`config.mk`:
```
export PLATFORM = sky130hd
export DESIGN_NAME = my_edge_detector_bank
export DESIGN_NICKNAME = d
export VERILOG_FILES = /design/src/rtl/my_edge_pkg.sv /design/src/rtl/my_edge_channel.sv /design/src/rtl/my_edge_detector_bank.sv
export SDC_FILE = /design/constraint.sdc
export NUM_CORES = 1
export LEC_CHECK = 0
export BUFFER_PORTS_ARGS = -buffer_cell sky130_fd_sc_hd__buf_2
export CAP_MARGIN = 5
export CELL_PAD_IN_SITES_DETAIL_PLACEMENT = 1
export CELL_PAD_IN_SITES_GLOBAL_PLACEMENT = 2
export CORE_ASPECT_RATIO = 1.1
export CORE_UTILIZATION = 31
export DETAILED_ROUTE_END_ITERATION = 7
export PLACE_DENSITY = 0.74
export SKIP_LAST_GASP = 1
export SLEW_MARGIN = 10
export SYNTH_ARGS = -nofsm -noshare
export SYNTH_HDL_FRONTEND = slang
export SYNTH_SLANG_ARGS = --single-unit
export TNS_END_PERCENT = 30
```
`constraint.sdc`:
```
create_clock -name clk -period 1.3 [get_ports clk]
set_input_delay 0.195 -clock clk [delete_from_list [all_inputs] [get_ports clk]]
set_output_delay 0.195 -clock clk [all_outputs]
set_load 0.1 [all_outputs]
```
`src/rtl/my_edge_pkg.sv`:
```
// Shared definitions for the edge detector bank: mode encoding and a
// constant-evaluable ceiling log2 used to size debounce counters.
package my_edge_pkg;

  typedef enum logic [1:0] {
    MODE_OFF  = 2'b00,
    MODE_RISE = 2'b01,
    MODE_FALL = 2'b10,
    MODE_BOTH = 2'b11
  } edge_mode_e;

  function automatic int unsigned clog2(input int unsigned value);
    int unsigned result;
    result = 0;
    while ((64'd1 << result) < 64'(value)) result++;
    return result;
  endfunction

endpackage

```
`src/rtl/my_edge_channel.sv`:
```
// One input channel: synchroniser, debounce filter, level register,
// mode-qualified edge pulse and sticky pending flag.
module my_edge_channel
  import my_edge_pkg::*;
#(
  parameter int unsigned SYNC_STAGES     = 2,
  parameter int unsigned DEBOUNCE_CYCLES = 0
) (
  input  logic       clk,
  input  logic       rst,
  input  logic       signal_in,
  input  logic [1:0] mode,
  input  logic       clear,
  output logic       pulse,
  output logic       level,
  output logic       pending
);

  localparam int unsigned DEB      = (DEBOUNCE_CYCLES == 0) ? 1 : DEBOUNCE_CYCLES;
  localparam int unsigned CNT_LOG  = clog2(DEBOUNCE_CYCLES + 1);
  localparam int unsigned CNT_W    = (CNT_LOG < 1) ? 1 : CNT_LOG;

  logic [SYNC_STAGES-1:0] sync;
  logic [CNT_W-1:0]       cnt;
  logic                   sync_out;
  logic                   accept;
  logic                   qualified;

  assign sync_out = sync[SYNC_STAGES-1];

  // The new level equals sync_out whenever accept is set, so mode is
  // qualified against sync_out rather than the pre-toggle level.
  always_comb begin
    accept    = (sync_out != level) && (cnt == CNT_W'(DEB - 1));
    qualified = 1'b0;
    if (accept) begin
      case (edge_mode_e'(mode))
        MODE_RISE: qualified = sync_out;
        MODE_FALL: qualified = ~sync_out;
        MODE_BOTH: qualified = 1'b1;
        default:   qualified = 1'b0;
      endcase
    end
  end

  always_ff @(posedge clk or negedge rst) begin
    if (!rst) begin
      sync    <= '0;
      cnt     <= '0;
      level   <= 1'b0;
      pulse   <= 1'b0;
      pending <= 1'b0;
    end else begin
      sync <= {sync[SYNC_STAGES-2:0], signal_in};

      if (sync_out == level) begin
        cnt <= '0;
      end else if (accept) begin
        level <= ~level;
        cnt   <= '0;
      end else begin
        cnt <= cnt + CNT_W'(1);
      end

      pulse <= qualified;

      if (qualified) begin
        pending <= 1'b1;
      end else if (clear) begin
        pending <= 1'b0;
      end
    end
  end

endmodule

```
`src/rtl/my_edge_detector_bank.sv`:
```
// Bank of independent edge-detector channels with a shared interrupt
// formed as the OR of all pending flags.
module my_edge_detector_bank #(
  parameter int unsigned CHANNELS        = 4,
  parameter int unsigned SYNC_STAGES     = 2,
  parameter int unsigned DEBOUNCE_CYCLES = 0
) (
  input  logic                  clk,
  input  logic                  rst,
  input  logic [CHANNELS-1:0]   signal_in,
  input  logic [2*CHANNELS-1:0] mode,
  input  logic [CHANNELS-1:0]   clear,
  output logic [CHANNELS-1:0]   pulse,
  output logic [CHANNELS-1:0]   level,
  output logic [CHANNELS-1:0]   pending,
  output logic                  irq
);

  for (genvar i = 0; i < CHANNELS; i++) begin : g_ch
    my_edge_channel #(
      .SYNC_STAGES    (SYNC_STAGES),
      .DEBOUNCE_CYCLES(DEBOUNCE_CYCLES)
    ) u_ch (
      .clk      (clk),
      .rst      (rst),
      .signal_in(signal_in[i]),
      .mode     (mode[2*i +: 2]),
      .clear    (clear[i]),
      .pulse    (pulse[i]),
      .level    (level[i]),
      .pending  (pending[i])
    );
  end

  assign irq = |pending;

endmodule

```
### After elaboration in Yosys (flattened, before gate mapping)

Cells that the tools add are included.

* register bits after elaboration: 24
* memory bits (writable): 0
* memories: 0
* output and inout bits: 13
* bits in latches: 0
* ROM bits: 0

* equality and inequality tests: 20
* muxes and demuxes: 24
* shifts and indexed selects: 0
* add/subtract/negate cells: 4
* order comparisons: 0
* reduce and logical (&&, ||, !) cells: 13
* divide/modulo/power cells: 0
* multiply operators: 0
* bitwise operators: 16

Operators with widths (count)
* 1-bit 2-to-1 mux: 20
* 2-bit == test, second input constant: 8
* 1-bit inverter: 16
* 1-bit case mux with 3 select lines: 4
* 2-bit by 1-bit == test with 1-bit output, second input constant: 4
* 2-bit AND reduction: 4
* 2-bit nonzero test: 4
* 1-bit adder, second input constant: 4
* 1-bit == test: 4
* 1-bit logical AND: 4
* 1-bit != test: 4
* 4-bit OR reduction: 1

### Longest topological paths before layout

* depth in word-level cells: 4
* gate-level depth with buffers: 2
* depth with buffers taken out: 2

### Modules after synthesis

Synthesis repeated with hierarchy kept, for this count alone.

* cell total of the unflattened synthesis: 53
* area, all modules: 843.3 um^2

By module, submodules not included
* my_edge_channel: area each 209.0 um^2, cells each 13, seq. area each 150.1 um^2, times used 4
* my_edge_detector_bank: area each 7.5 um^2, cells each 1, seq. area each 0.0 um^2, times used 1

### Worst setup path after synthesis

No wires, ideal clock.

* path type: register -> output
* start point: register g_ch[1].u_ch.pending
* end point: output irq
* data required time: 1105 ps
* buffers on the path: 0
* stages on the path, launching flop included: 2
* arrival: 1327 ps
* setup slack: -222 ps
* cells stage by stage: dfrtp_1 > or4_1

* cells in the longest elaborated chain, start to end: 1

RTL lines
* start, declared: RTL line my_edge_channel.sv:16 `output logic pending`
* start signal, assigned: RTL line my_edge_channel.sv:52 `pending <= 1'b0;`
* start signal, assigned: RTL line my_edge_channel.sv:68 `pending <= 1'b1;`
* start signal, assigned: RTL line my_edge_channel.sv:70 `pending <= 1'b0;`
* 4-bit OR reduction: RTL line my_edge_detector_bank.sv:35 `assign irq = |pending;`
* end, declared: RTL line my_edge_detector_bank.sv:16 `output logic irq`

Every way passes these cells.

### Worst setup path after layout

* start point: register g_ch[2].u_ch.pending
* end point: output irq

* cells in the longest elaborated chain, start to end: 1

RTL lines (RTL line)
* start, declared: my_edge_channel.sv:16
* start signal, assigned: my_edge_channel.sv:52
* start signal, assigned: my_edge_channel.sv:68
* start signal, assigned: my_edge_channel.sv:70
* 4-bit OR reduction: my_edge_detector_bank.sv:35

Every way passes these cells.

==> metrics <==
commonest non-fill, non-tap cell in the layout=dfrtp_1; hpwl dp=~1.3 mm; final WL=between 1.5 and 2 mm; worst-skew pair later-pin latency=0.30 ns; port bufs=30; Worst Hold Class=input port to flop; clock period minus worst slack=about 1.6 ns; crit path DAT=around 1.4 ns; fillers=between 200 and 300; drt drc=0; Tot Pwr=approximately 1.9 mW; RR Startpoint=g_ch[2].u_ch.pending; DP Area=between 1000 and 1500 µm²; post-layout util=between 40% and 50%; H-tree Lvls=1; Final #Nets=about 120; Worst Hold Launch=clear[3]; sequential fraction of the synthesis area=between 60% and 70%; post-route cell area=1280 µm²; Max Slew Vio Count=0; worst-margin pin slew=approximately 0.52 ns; hold depth=3; Reg-to-Reg End=g_ch[2].u_ch.pending; pwr dens=1520 nW/µm²; number of global-route vias before repair=slightly below 600; sequential cell area=between 600 and 700 µm²; first-pass detailed-route iteration total=1; first-pass GRT wire length=2.62 mm; Leak=between 0.6 and 0.7 nW; GP Congestion=0.626; Tcrit/Tclk final=125%; Crit-path slowest cell=or4_4; maximum clock frequency=around 0.61 GHz; # diodes=0; share of layout cells above drive strength 1=48.5%; Clock Path Buffers=2; Area Growth Syn to Fin=39.5%; grt ovf=0; Post-Syn Area per Cell=14.8 µm²; CP endpoint kind=primary output; Seq cells post-synth=24; outcome=finished, violations left; failing checks=negative setup slack; Die Y=just under 60 µm; largest net degree at the start of global routing=25; r2r setup slk=around 0.23 ns; CP Class=flop to primary output; Slew headroom=approximately two thirds; CP max FO=2; Starting Density=roughly 33%; DR vias=around 560; io pins=31; CTS tree=yes; First DRT Iteration DRCs=0; Vias/cell=4.27; final critical-path setup slack=-0.331 ns; crit start category=flop; Final Hold Viols=0; global-route usage over all layers=a little under an eighth; Hold Path Sink=g_ch[3].u_ch.pending; critical-path cell list=or4_4 > buf_12; Die Wd=approximately 54 µm; post-route ant nets=0; Setup Skew=between 0.005 and 0.006 ns; cells after synthesis=between 60 and 70; row cnt=20; RSZ-0062 raised after global routing=true; Wirelength per Cell=about 12 µm; Worst-path clk slew=0.13 ns; Peak VDD IR=approximately 0.00075 V; area of the multi-input gates=roughly 230 µm²; Critical Path Max Stage Delay=about 0.55 ns; Num Clock Sinks=24; MaxCap Viol Count=0; root buffer cell=clkbuf_4; Setup TNS Final=-0.394 ns; initial antenna violation count=0; Synth cell types=15; Worst Path Required=about 1.1 ns; CTS Buf Count=3; die footprint=approximately 3200 µm²; core area=~2800 µm²; R2R depth=3; final setup violating endpoints=4; Synth Warn #=0; Cell Area, Synth=between 900 and 1000 µm²; most frequent cells in the layout=dfrtp_1 (24), buf_2 (23), buf_12 (7), dlygate4sd3_1 (5), buf_4 (5)
## flip-flops by register name (all words and copies together), names as in the netlist
signal and count:
g_ch.u_ch.sync 8, g_ch.u_ch.cnt 4, g_ch.u_ch.level 4, g_ch.u_ch.pending 4
g_ch.u_ch.pulse 4
## cell families after synthesis
| family | after synthesis | share of synthesized area (%) |
|---|---|---|
| flip-flops | 24 | 65.6 |
| buffers and inverters | 15 | 11.1 |
| AND/OR/NAND/NOR | 13 | 13.4 |
| AO/OA/AOI/OAI | 5 | 4.65 |
| multiplexers | 4 | 4.92 |
| other | 1 | 0.409 |
## area by class of cell
cell class,count,area share (%)
clock buffer,3,1.76
clock inverter,1,2.35
inverter,3,0.881
multi-input combinational,26,17.9
sequential,24,47.0
tap,33,3.23
timing repair buffer,40,26.8
## what timing repair did
action / 4_1_cts / 5_1_grt
hold buffers: 5 / 0
buffers inserted: 0 / 1
resized for setup: 4 / 0
cloned: 0 / 0
pin swaps: 1 / 0
endpoints found under the setup margin: 3 / 6
hold endpoints to repair: 28 / 0
## cell usage after synthesis, drive strengths merged
cell     instances  area, µm²
dfrtp           24        601
buf             12       90.1
and4bb           6       75.1
mux2             4       45.0
a211o            3       26.3
inv              3       11.3
or2              3       18.8
conb             1       3.75
nand2            1       3.75
nand2b           1       6.26
nand4bb          1       11.3
o311ai           1       8.76
o31ai            1       7.51
or4              1       7.51
## stage by stage
stage	instances	hold slack, ns	worst slack [ns]
floorplan	65	-0.101	0.0277
detailed placement	120	0.200	-0.0905
finish	130	0.166	-0.331
global route	130	0.164	-0.375
global placement	120	0.194	-0.0681
CTS	129	0.155	-0.352
## worst max-delay path: cells and delay by family, from the launching register on
| kind | cells | cell delay, ns |
|---|---|---|
| simple gates | 1 | 0.55 |
| flops | 1 | 0.40 |
| buf+inv | 1 | 0.18 |
## where the power goes
part / switching [mW] / internal (mW)
Clock: 0.209 / 0.311
Sequential: 0.0363 / 0.798
Combinational: 0.379 / 0.203
## worst max path at each step
stage / slack [ns] / end / depth (start not counted) / startpoint
after floorplan: 0.03 / irq / 1 / g_ch[1].u_ch.pending
after global routing: -0.37 / irq / 2 / g_ch[2].u_ch.pending
after detailed placement: -0.09 / irq / 2 / g_ch[1].u_ch.pending
after global placement: -0.07 / irq / 2 / g_ch[1].u_ch.pending
final: -0.33 / irq / 2 / g_ch[2].u_ch.pending
after CTS: -0.35 / irq / 2 / g_ch[2].u_ch.pending
## per-layer routing
metal / GRT usage (%) / vias to the layer above / part of all wire [%]
li1: - / 268 / -
met1: 12.9 / 266 / 41
met2: 22.2 / 21 / 54
met3: 2.31 / 0 / 5.5
met4: 3.38 / 0 / 0
met5: 0 / - / 0
Note: power is estimated with default switching activity, not from simulation.
